==> src/rtl/debug_pd_counter_bank_if.sv <==
// Increment, byte-amount and CSR read-port signals between the debug PD stage, the counter bank and the CSR block.
interface debug_pd_counter_bank_if #(
    parameter int unsigned PACKET_SIZE_WIDTH = 12
);
    logic                         dbg2cif_e_debug_pd_field1_cnt_inc;
    logic                         dbg2cif_e_debug_pd_field2_cnt_inc;
    logic                         dbg2cif_e_debug_pd_capture_match_cnt_inc;
    logic                         dbg2cif_e_debug_pd_total_pd_cnt_inc;
    logic                         dbg2cif_e_debug_pd_field1_byte_cnt_inc;
    logic                         dbg2cif_e_debug_pd_field2_byte_cnt_inc;
    logic [PACKET_SIZE_WIDTH-1:0] dbg2cif_eq_debug_pd_field_byte_cnt_inc_amount;
    logic                         cif2dbg_c_debug_pd_cnt_clear_all;
    logic                         cif2dbg_c_debug_pd_cnt_clr_on_rd;
    logic                         cif2dbg_e_debug_pd_cnt_rd_req;
    logic [2:0]                   cif2dbg_c_debug_pd_cnt_rd_sel;
    logic                         dbg2cif_e_debug_pd_cnt_rd_ack;
    logic [31:0]                  dbg2cif_c_debug_pd_cnt_rd_data;
    logic [5:0]                   dbg2cif_c_debug_pd_cnt_sat;

    modport master (
        output dbg2cif_e_debug_pd_field1_cnt_inc,
        output dbg2cif_e_debug_pd_field2_cnt_inc,
        output dbg2cif_e_debug_pd_capture_match_cnt_inc,
        output dbg2cif_e_debug_pd_total_pd_cnt_inc,
        output dbg2cif_e_debug_pd_field1_byte_cnt_inc,
        output dbg2cif_e_debug_pd_field2_byte_cnt_inc,
        output dbg2cif_eq_debug_pd_field_byte_cnt_inc_amount,
        output cif2dbg_c_debug_pd_cnt_clear_all,
        output cif2dbg_c_debug_pd_cnt_clr_on_rd,
        output cif2dbg_e_debug_pd_cnt_rd_req,
        output cif2dbg_c_debug_pd_cnt_rd_sel,
        input  dbg2cif_e_debug_pd_cnt_rd_ack,
        input  dbg2cif_c_debug_pd_cnt_rd_data,
        input  dbg2cif_c_debug_pd_cnt_sat
    );

    modport slave (
        input  dbg2cif_e_debug_pd_field1_cnt_inc,
        input  dbg2cif_e_debug_pd_field2_cnt_inc,
        input  dbg2cif_e_debug_pd_capture_match_cnt_inc,
        input  dbg2cif_e_debug_pd_total_pd_cnt_inc,
        input  dbg2cif_e_debug_pd_field1_byte_cnt_inc,
        input  dbg2cif_e_debug_pd_field2_byte_cnt_inc,
        input  dbg2cif_eq_debug_pd_field_byte_cnt_inc_amount,
        input  cif2dbg_c_debug_pd_cnt_clear_all,
        input  cif2dbg_c_debug_pd_cnt_clr_on_rd,
        input  cif2dbg_e_debug_pd_cnt_rd_req,
        input  cif2dbg_c_debug_pd_cnt_rd_sel,
        output dbg2cif_e_debug_pd_cnt_rd_ack,
        output dbg2cif_c_debug_pd_cnt_rd_data,
        output dbg2cif_c_debug_pd_cnt_sat
    );
endinterface

==> src/rtl/debug_pd_counter_bank.sv <==
// Saturating debug PD statistics counters (4 event, 2 byte) with a 1-cycle CSR read port,
// clear-on-read, clear-all and lo/hi shadowing of the wide byte counters.
module debug_pd_counter_bank #(
    parameter int unsigned CNT_WIDTH         = 32,
    parameter int unsigned BYTE_CNT_WIDTH    = 48,
    parameter int unsigned PACKET_SIZE_WIDTH = 12
) (
    input logic                    clk,
    input logic                    rst,
    debug_pd_counter_bank_if.slave bus_if
);
    localparam int unsigned NUM_EVT  = 4;
    localparam int unsigned NUM_BYTE = 2;
    localparam int unsigned HI_WIDTH = BYTE_CNT_WIDTH - 32;
    localparam int unsigned SUM_WIDTH = BYTE_CNT_WIDTH + 1;

    logic [CNT_WIDTH-1:0]         evt_q    [NUM_EVT];
    logic [CNT_WIDTH-1:0]         evt_d    [NUM_EVT];
    logic [BYTE_CNT_WIDTH-1:0]    byte_q   [NUM_BYTE];
    logic [BYTE_CNT_WIDTH-1:0]    byte_d   [NUM_BYTE];
    logic [HI_WIDTH-1:0]          shadow_q [NUM_BYTE];
    logic [HI_WIDTH-1:0]          shadow_d [NUM_BYTE];
    logic [5:0]                   sat_q, sat_d;
    logic                         rd_ack_q, rd_ack_d;
    logic [31:0]                  rd_data_q, rd_data_d;

    logic [PACKET_SIZE_WIDTH-1:0] amount_c;
    logic [NUM_EVT-1:0]           evt_inc_c;
    logic [NUM_BYTE-1:0]          byte_inc_c;
    logic [5:0]                   clr_c;
    logic [SUM_WIDTH-1:0]         sum_c    [NUM_BYTE];
    logic [31:0]                  rd_mux_c;

    assign amount_c   = bus_if.dbg2cif_eq_debug_pd_field_byte_cnt_inc_amount;
    assign evt_inc_c  = {bus_if.dbg2cif_e_debug_pd_total_pd_cnt_inc,
                         bus_if.dbg2cif_e_debug_pd_capture_match_cnt_inc,
                         bus_if.dbg2cif_e_debug_pd_field2_cnt_inc,
                         bus_if.dbg2cif_e_debug_pd_field1_cnt_inc};
    assign byte_inc_c = {bus_if.dbg2cif_e_debug_pd_field2_byte_cnt_inc,
                         bus_if.dbg2cif_e_debug_pd_field1_byte_cnt_inc};

    // Clear-on-read targets, indexed like the sat vector (hi-word selects never clear)
    always_comb begin
        clr_c = '0;
        if (bus_if.cif2dbg_e_debug_pd_cnt_rd_req && bus_if.cif2dbg_c_debug_pd_cnt_clr_on_rd) begin
            case (bus_if.cif2dbg_c_debug_pd_cnt_rd_sel)
                3'd0:    clr_c[0] = 1'b1;
                3'd1:    clr_c[1] = 1'b1;
                3'd2:    clr_c[2] = 1'b1;
                3'd3:    clr_c[3] = 1'b1;
                3'd4:    clr_c[4] = 1'b1;
                3'd6:    clr_c[5] = 1'b1;
                default: clr_c    = '0;
            endcase
        end
    end

    // Read mux over pre-edge values
    always_comb begin
        case (bus_if.cif2dbg_c_debug_pd_cnt_rd_sel)
            3'd0: rd_mux_c = 32'(evt_q[0]);
            3'd1: rd_mux_c = 32'(evt_q[1]);
            3'd2: rd_mux_c = 32'(evt_q[2]);
            3'd3: rd_mux_c = 32'(evt_q[3]);
            3'd4: rd_mux_c = byte_q[0][31:0];
            3'd5: rd_mux_c = 32'(shadow_q[0]);
            3'd6: rd_mux_c = byte_q[1][31:0];
            3'd7: rd_mux_c = 32'(shadow_q[1]);
        endcase
    end

    always_comb begin
        sat_d     = sat_q;
        rd_ack_d  = bus_if.cif2dbg_e_debug_pd_cnt_rd_req;
        rd_data_d = bus_if.cif2dbg_e_debug_pd_cnt_rd_req ? rd_mux_c : rd_data_q;

        for (int i = 0; i < NUM_EVT; i++) begin
            evt_d[i] = evt_q[i];
            if (clr_c[i]) begin
                evt_d[i] = CNT_WIDTH'(evt_inc_c[i]);
                sat_d[i] = 1'b0;
            end else if (evt_inc_c[i]) begin
                if (evt_q[i] == '1) begin
                    sat_d[i] = 1'b1;
                end else begin
                    evt_d[i] = evt_q[i] + CNT_WIDTH'(1);
                end
            end
        end

        for (int j = 0; j < NUM_BYTE; j++) begin
            sum_c[j]    = {1'b0, byte_q[j]} + SUM_WIDTH'(amount_c);
            byte_d[j]   = byte_q[j];
            shadow_d[j] = shadow_q[j];
            if (clr_c[4+j]) begin
                byte_d[j]  = byte_inc_c[j] ? BYTE_CNT_WIDTH'(amount_c) : '0;
                sat_d[4+j] = 1'b0;
            end else if (byte_inc_c[j]) begin
                if (sum_c[j][BYTE_CNT_WIDTH]) begin
                    byte_d[j]  = '1;
                    sat_d[4+j] = 1'b1;
                end else begin
                    byte_d[j] = sum_c[j][BYTE_CNT_WIDTH-1:0];
                end
            end
        end

        // Lo-word read freezes the matching hi word for a later atomic hi read
        if (bus_if.cif2dbg_e_debug_pd_cnt_rd_req) begin
            if (bus_if.cif2dbg_c_debug_pd_cnt_rd_sel == 3'd4) shadow_d[0] = byte_q[0][BYTE_CNT_WIDTH-1:32];
            if (bus_if.cif2dbg_c_debug_pd_cnt_rd_sel == 3'd6) shadow_d[1] = byte_q[1][BYTE_CNT_WIDTH-1:32];
        end

        if (bus_if.cif2dbg_c_debug_pd_cnt_clear_all) begin
            for (int i = 0; i < NUM_EVT; i++) evt_d[i] = '0;
            for (int j = 0; j < NUM_BYTE; j++) begin
                byte_d[j]   = '0;
                shadow_d[j] = '0;
            end
            sat_d = '0;
        end
    end

    always_ff @(posedge clk) begin
        if (rst) begin
            for (int i = 0; i < NUM_EVT; i++) evt_q[i] <= '0;
            for (int j = 0; j < NUM_BYTE; j++) begin
                byte_q[j]   <= '0;
                shadow_q[j] <= '0;
            end
            sat_q     <= '0;
            rd_ack_q  <= 1'b0;
            rd_data_q <= '0;
        end else begin
            for (int i = 0; i < NUM_EVT; i++) evt_q[i] <= evt_d[i];
            for (int j = 0; j < NUM_BYTE; j++) begin
                byte_q[j]   <= byte_d[j];
                shadow_q[j] <= shadow_d[j];
            end
            sat_q     <= sat_d;
            rd_ack_q  <= rd_ack_d;
            rd_data_q <= rd_data_d;
        end
    end

    assign bus_if.dbg2cif_e_debug_pd_cnt_rd_ack  = rd_ack_q;
    assign bus_if.dbg2cif_c_debug_pd_cnt_rd_data = rd_data_q;
    assign bus_if.dbg2cif_c_debug_pd_cnt_sat     = sat_q;
endmodule

==> src/flat_wrapper.sv <==
// flat-port wrapper written by rule: the top's interface ports become plain ports
module debug_pd_counter_bank_flat 
#(
    parameter int unsigned CNT_WIDTH         = 32,
    parameter int unsigned BYTE_CNT_WIDTH    = 48,
    parameter int unsigned PACKET_SIZE_WIDTH = 12
)
  (clk, rst, bus_if_dbg2cif_e_debug_pd_field1_cnt_inc, bus_if_dbg2cif_e_debug_pd_field2_cnt_inc, bus_if_dbg2cif_e_debug_pd_capture_match_cnt_inc, bus_if_dbg2cif_e_debug_pd_total_pd_cnt_inc, bus_if_dbg2cif_e_debug_pd_field1_byte_cnt_inc, bus_if_dbg2cif_e_debug_pd_field2_byte_cnt_inc, bus_if_dbg2cif_eq_debug_pd_field_byte_cnt_inc_amount, bus_if_cif2dbg_c_debug_pd_cnt_clear_all, bus_if_cif2dbg_c_debug_pd_cnt_clr_on_rd, bus_if_cif2dbg_e_debug_pd_cnt_rd_req, bus_if_cif2dbg_c_debug_pd_cnt_rd_sel, bus_if_dbg2cif_e_debug_pd_cnt_rd_ack, bus_if_dbg2cif_c_debug_pd_cnt_rd_data, bus_if_dbg2cif_c_debug_pd_cnt_sat);
  debug_pd_counter_bank_if #(.PACKET_SIZE_WIDTH(PACKET_SIZE_WIDTH)) bus_if_i ();
  input logic clk;
  input logic rst;
  input wire logic [$bits(bus_if_i.dbg2cif_e_debug_pd_field1_cnt_inc)-1:0] bus_if_dbg2cif_e_debug_pd_field1_cnt_inc;
  input wire logic [$bits(bus_if_i.dbg2cif_e_debug_pd_field2_cnt_inc)-1:0] bus_if_dbg2cif_e_debug_pd_field2_cnt_inc;
  input wire logic [$bits(bus_if_i.dbg2cif_e_debug_pd_capture_match_cnt_inc)-1:0] bus_if_dbg2cif_e_debug_pd_capture_match_cnt_inc;
  input wire logic [$bits(bus_if_i.dbg2cif_e_debug_pd_total_pd_cnt_inc)-1:0] bus_if_dbg2cif_e_debug_pd_total_pd_cnt_inc;
  input wire logic [$bits(bus_if_i.dbg2cif_e_debug_pd_field1_byte_cnt_inc)-1:0] bus_if_dbg2cif_e_debug_pd_field1_byte_cnt_inc;
  input wire logic [$bits(bus_if_i.dbg2cif_e_debug_pd_field2_byte_cnt_inc)-1:0] bus_if_dbg2cif_e_debug_pd_field2_byte_cnt_inc;
  input wire logic [$bits(bus_if_i.dbg2cif_eq_debug_pd_field_byte_cnt_inc_amount)-1:0] bus_if_dbg2cif_eq_debug_pd_field_byte_cnt_inc_amount;
  input wire logic [$bits(bus_if_i.cif2dbg_c_debug_pd_cnt_clear_all)-1:0] bus_if_cif2dbg_c_debug_pd_cnt_clear_all;
  input wire logic [$bits(bus_if_i.cif2dbg_c_debug_pd_cnt_clr_on_rd)-1:0] bus_if_cif2dbg_c_debug_pd_cnt_clr_on_rd;
  input wire logic [$bits(bus_if_i.cif2dbg_e_debug_pd_cnt_rd_req)-1:0] bus_if_cif2dbg_e_debug_pd_cnt_rd_req;
  input wire logic [$bits(bus_if_i.cif2dbg_c_debug_pd_cnt_rd_sel)-1:0] bus_if_cif2dbg_c_debug_pd_cnt_rd_sel;
  output wire logic [$bits(bus_if_i.dbg2cif_e_debug_pd_cnt_rd_ack)-1:0] bus_if_dbg2cif_e_debug_pd_cnt_rd_ack;
  output wire logic [$bits(bus_if_i.dbg2cif_c_debug_pd_cnt_rd_data)-1:0] bus_if_dbg2cif_c_debug_pd_cnt_rd_data;
  output wire logic [$bits(bus_if_i.dbg2cif_c_debug_pd_cnt_sat)-1:0] bus_if_dbg2cif_c_debug_pd_cnt_sat;
  assign bus_if_i.dbg2cif_e_debug_pd_field1_cnt_inc = bus_if_dbg2cif_e_debug_pd_field1_cnt_inc;
  assign bus_if_i.dbg2cif_e_debug_pd_field2_cnt_inc = bus_if_dbg2cif_e_debug_pd_field2_cnt_inc;
  assign bus_if_i.dbg2cif_e_debug_pd_capture_match_cnt_inc = bus_if_dbg2cif_e_debug_pd_capture_match_cnt_inc;
  assign bus_if_i.dbg2cif_e_debug_pd_total_pd_cnt_inc = bus_if_dbg2cif_e_debug_pd_total_pd_cnt_inc;
  assign bus_if_i.dbg2cif_e_debug_pd_field1_byte_cnt_inc = bus_if_dbg2cif_e_debug_pd_field1_byte_cnt_inc;
  assign bus_if_i.dbg2cif_e_debug_pd_field2_byte_cnt_inc = bus_if_dbg2cif_e_debug_pd_field2_byte_cnt_inc;
  assign bus_if_i.dbg2cif_eq_debug_pd_field_byte_cnt_inc_amount = bus_if_dbg2cif_eq_debug_pd_field_byte_cnt_inc_amount;
  assign bus_if_i.cif2dbg_c_debug_pd_cnt_clear_all = bus_if_cif2dbg_c_debug_pd_cnt_clear_all;
  assign bus_if_i.cif2dbg_c_debug_pd_cnt_clr_on_rd = bus_if_cif2dbg_c_debug_pd_cnt_clr_on_rd;
  assign bus_if_i.cif2dbg_e_debug_pd_cnt_rd_req = bus_if_cif2dbg_e_debug_pd_cnt_rd_req;
  assign bus_if_i.cif2dbg_c_debug_pd_cnt_rd_sel = bus_if_cif2dbg_c_debug_pd_cnt_rd_sel;
  assign bus_if_dbg2cif_e_debug_pd_cnt_rd_ack = bus_if_i.dbg2cif_e_debug_pd_cnt_rd_ack;
  assign bus_if_dbg2cif_c_debug_pd_cnt_rd_data = bus_if_i.dbg2cif_c_debug_pd_cnt_rd_data;
  assign bus_if_dbg2cif_c_debug_pd_cnt_sat = bus_if_i.dbg2cif_c_debug_pd_cnt_sat;
  debug_pd_counter_bank #(.CNT_WIDTH(CNT_WIDTH), .BYTE_CNT_WIDTH(BYTE_CNT_WIDTH), .PACKET_SIZE_WIDTH(PACKET_SIZE_WIDTH)) u_core (.clk(clk), .rst(rst), .bus_if(bus_if_i));
endmodule
==> config.mk <==
export PLATFORM = sky130hd
export DESIGN_NAME = debug_pd_counter_bank_flat
export DESIGN_NICKNAME = d
export VERILOG_FILES = /design/src/rtl/debug_pd_counter_bank_if.sv /design/src/rtl/debug_pd_counter_bank.sv /design/src/flat_wrapper.sv
export SDC_FILE = /design/constraint.sdc
export NUM_CORES = 1
export LEC_CHECK = 0
export ABC_AREA = 1
export CORE_ASPECT_RATIO = 1.25
export CORE_MARGIN = 4
export CORE_UTILIZATION = 48
export DETAILED_ROUTE_END_ITERATION = 7
export PLACE_DENSITY_LB_ADDON = 0.2
export RECOVER_POWER = 100
export SLEW_MARGIN = 0
export SYNTH_ARGS = -nofsm -noshare
export SYNTH_HDL_FRONTEND = slang
export SYNTH_SLANG_ARGS = --single-unit
==> constraint.sdc <==
create_clock -name clk -period 4.7 [get_ports clk]
set_input_delay 0.705 -clock clk [delete_from_list [all_inputs] [get_ports clk]]
set_output_delay 0.705 -clock clk [all_outputs]
set_load 0.05 [all_outputs]
==> results.sh <==
export IMPL_slew_limit_headroom_pct=-34.93
export IMPL_cts_made_buffers=37
export IMPL_powerDensity_mw_per_mm2=277.5
export IMPL_grt_max_degree=42
export IMPL_nets=3107
export IMPL_syn_area_mm2=0.01874
export IMPL_critPathCaptureType="flop"
export IMPL_async_reset_ff_share_pct=0
export IMPL_power_total_mw=5.750
export IMPL_drv_slew=28
export IMPL_ys_seq_area_share_pct=31.52
export IMPL_cts_hold_buf=0
export IMPL_synth_top_area_share_pct=31.52
export IMPL_rrSetupSlack_ps=1200
export IMPL_pre_cts_ws_ps=1079
export IMPL_core_mm2=0.03834
export IMPL_syn_avg_cell_area_um2=6.204
export IMPL_clockBufferDepth=3
export IMPL_arrival_ps=4210
export IMPL_io_buffer_count=64
export IMPL_overflow=0
export IMPL_synthTopCellsByCount="882 x nand2_1, 378 x inv_1, 295 x dfxtp_1, 295 x nor2_1, 261 x a21oi_1"
export IMPL_drtIter0Drc=1860
export IMPL_path_max_fanout=26
export IMPL_viasPerCell=5.746
export IMPL_cts_resized=0
export IMPL_route_detailed_drc=0
export IMPL_cts_tree="built"
export IMPL_ys_seq_elements=295
export IMPL_ir_drop_uv=219.0
export IMPL_ys_types=53
export IMPL_drt_antenna_violating_nets=0
export IMPL_yosysTopAreaCell="dfxtp_1"
export IMPL_hold_viol_final=0
export IMPL_dp_hpwl_mm=54.83
export IMPL_tightest_slew_ps=2024
export IMPL_synthTopCellsByArea="dfxtp_1 32%, nand2_1 18%, inv_1 7.6%"
export IMPL_die_h_um=228.9
export IMPL_clock_latency_ps=540
export IMPL_synth_fp_nets=3076
export IMPL_failed_checks="max-capacitance violations, max-slew violations"
export IMPL_hold_class="reg2reg"
export IMPL_vias=20455
export IMPL_htreeDepth=2
export IMPL_fin_crit_ps=3763
export IMPL_clkSinkCount=295
export IMPL_cts_root_buf="clkbuf_16"
export IMPL_diodes=0
export IMPL_wl_per_cell_um=19.78
export IMPL_max_cap_violations=1
export IMPL_outcome="complete, but fails checks"
export IMPL_dr_pass1_iters=6
export IMPL_syn_to_final_growth_pct=10.62
export IMPL_synth_most_common_cell="nand2_1"
export IMPL_clkTransAtPathRegs_ps=60
export IMPL_yosys_warnings=0
export IMPL_crit_chain="dlygate4sd3_1 > inv_1 > nand3_1 > clkbuf_1 > nor2_1 > nor2_1 > inv_1 > nor3b_1"
export IMPL_die_w_um=184.7
export IMPL_fmax_mhz=265.8
export IMPL_drive_above_1_share_pct=3.781
export IMPL_std_cell_rows=80
export IMPL_slowest_stage="clkbuf_1"
export IMPL_start_kind="input pin"
export IMPL_synthCells=3020
export IMPL_grt_pass1_wl_mm=107.4
export IMPL_setup_viol=0
export IMPL_cp_required_ps=5150
export IMPL_grt_usage_pct=32.23
export IMPL_die_area_mm2=0.04228
export IMPL_post_route_period_util_pct=80.06
export IMPL_tns_ps=0
export IMPL_pin_count=65
export IMPL_rsz0062_at_grt="no"
export IMPL_start_util_pct=48.87
export IMPL_synth_edff_count=0
export IMPL_setup_ws_ps=937.1
export IMPL_leakage_nw=7.940
export IMPL_synth_ff_type="dfxtp_1"
export IMPL_antenna_found_initial=2
export IMPL_gp_congestion=1.037
export IMPL_worstSetupPathType="in2reg"
export IMPL_fin_skew_ps=10.37
export IMPL_dp_cells=3504
export IMPL_drt_wl_total_mm=70.42
export IMPL_first_global_vias=18813
export IMPL_final_cells=3560
export IMPL_slowest_delay_ps=830
export IMPL_cts_setup_buffers=0
-- per-stage QoR --
step                      utilization, %  hold WS, ps  cell area [µm²]
after global routing               54.06        465.7            20720
after floorplan                        -        424.5            18740
after global placement             51.33        434.4            19680
final                              54.06        447.8            20720
after CTS                          54.24        451.8            20790
after detailed placement           51.33        443.9            19680
-- final timing paths --
path                                                            start                                                       end  cells past startpoint
min reg2reg  u_core.bus_if.dbg2cif_c_debug_pd_cnt_sat[3]$_SDFFE_PP0P_  u_core.bus_if.dbg2cif_c_debug_pd_cnt_sat[3]$_SDFFE_PP0P_                      2
max reg2reg                          u_core.evt_q[0][32]$_SDFFE_PP0P_                          u_core.evt_q[0][50]$_SDFFE_PP0P_                     11
min          u_core.bus_if.dbg2cif_c_debug_pd_cnt_sat[3]$_SDFFE_PP0P_  u_core.bus_if.dbg2cif_c_debug_pd_cnt_sat[3]$_SDFFE_PP0P_                      2
max                           bus_if_cif2dbg_c_debug_pd_cnt_rd_sel[2]                          u_core.evt_q[0][71]$_SDFFE_PP0P_                      8
-- power breakdown --
part / total, mW / switching [mW] / internal (mW)
Combinational: 0.435 / 0.315 / 0.120
Clock: 2.76 / 1.13 / 1.63
Sequential: 2.56 / 0.0309 / 2.53
Total: 5.75 / 1.47 / 4.28
-- layer usage --
metal	global-route usage [%]	vias up	wire (µm)
met4	17.32	4	4635
li1	-	9910	-
met2	54.84	826	33850
met1	38.51	9504	27120
met3	5.428	211	4794
met5	0	-	27
-- sequential cells by signal, summed over array words and instances (netlist names) --
signal,cells
u_core.bus_if.dbg2cif_c_debug_pd_cnt_rd_data,32
u_core.byte_q,96
u_core.evt_q,128
u_core.shadow_q,32
u_core.bus_if.dbg2cif_e_debug_pd_cnt_rd_ack,1
u_core.bus_if.dbg2cif_c_debug_pd_cnt_sat,6
-- placed cells by master (no fill, tap or decap), types with 10 or more instances in the layout --
| cell | netlist | routed |
|---|---|---|
| o31ai_1 | 11 | 11 |
| nand4_1 | 96 | 96 |
| xnor2_1 | 16 | 16 |
| o21ai_0 | 103 | 135 |
| o221ai_1 | 10 | 10 |
| xor2_1 | 65 | 65 |
| nand2_1 | 882 | 884 |
| buf_4 | 5 | 14 |
| nor3_1 | 76 | 77 |
| ha_1 | 28 | 28 |
| a41oi_1 | 12 | 12 |
| dfxtp_1 | 295 | 295 |
| a21oi_1 | 261 | 262 |
| inv_2 | 20 | 14 |
| dlygate4sd3_1 | 0 | 43 |
| clkdlybuf4s50_1 | 0 | 21 |
| o22ai_1 | 26 | 26 |
| nor2_1 | 295 | 296 |
| clkbuf_16 | 0 | 37 |
| nand3_1 | 197 | 198 |
| clkbuf_1 | 47 | 13 |
| inv_1 | 378 | 384 |
-- logic make-up after synthesis --
family                     count (synthesis)  synth area share (%)
buffers and inverters                    494                 10.57
DFF                                      295                 31.52
xor gates and xnor gates                  81                 3.787
adders and majority gates                 30                 2.084
and+or+nand+nor                         1615                 37.11
AOI/OAI and AO/OA                        505                 14.93
-- critical path, delay by kind of cell --
| family | cells | cell delay, ps |
|---|---|---|
| and+or+nand+nor | 4 | 1230 |
| buffers and inverters | 4 | 2250 |
-- layout make-up --
type	count	area, µm²
multi-input combinational	2231	10810
clock buffer	50	1035
timing repair buffer	84	768.2
fill	4004	17610
sequential	295	5906
clock inverter	6	82.58
inverter	402	1511
tap	492	615.6
No activity file was read; power rests on OpenSTA's default activity.
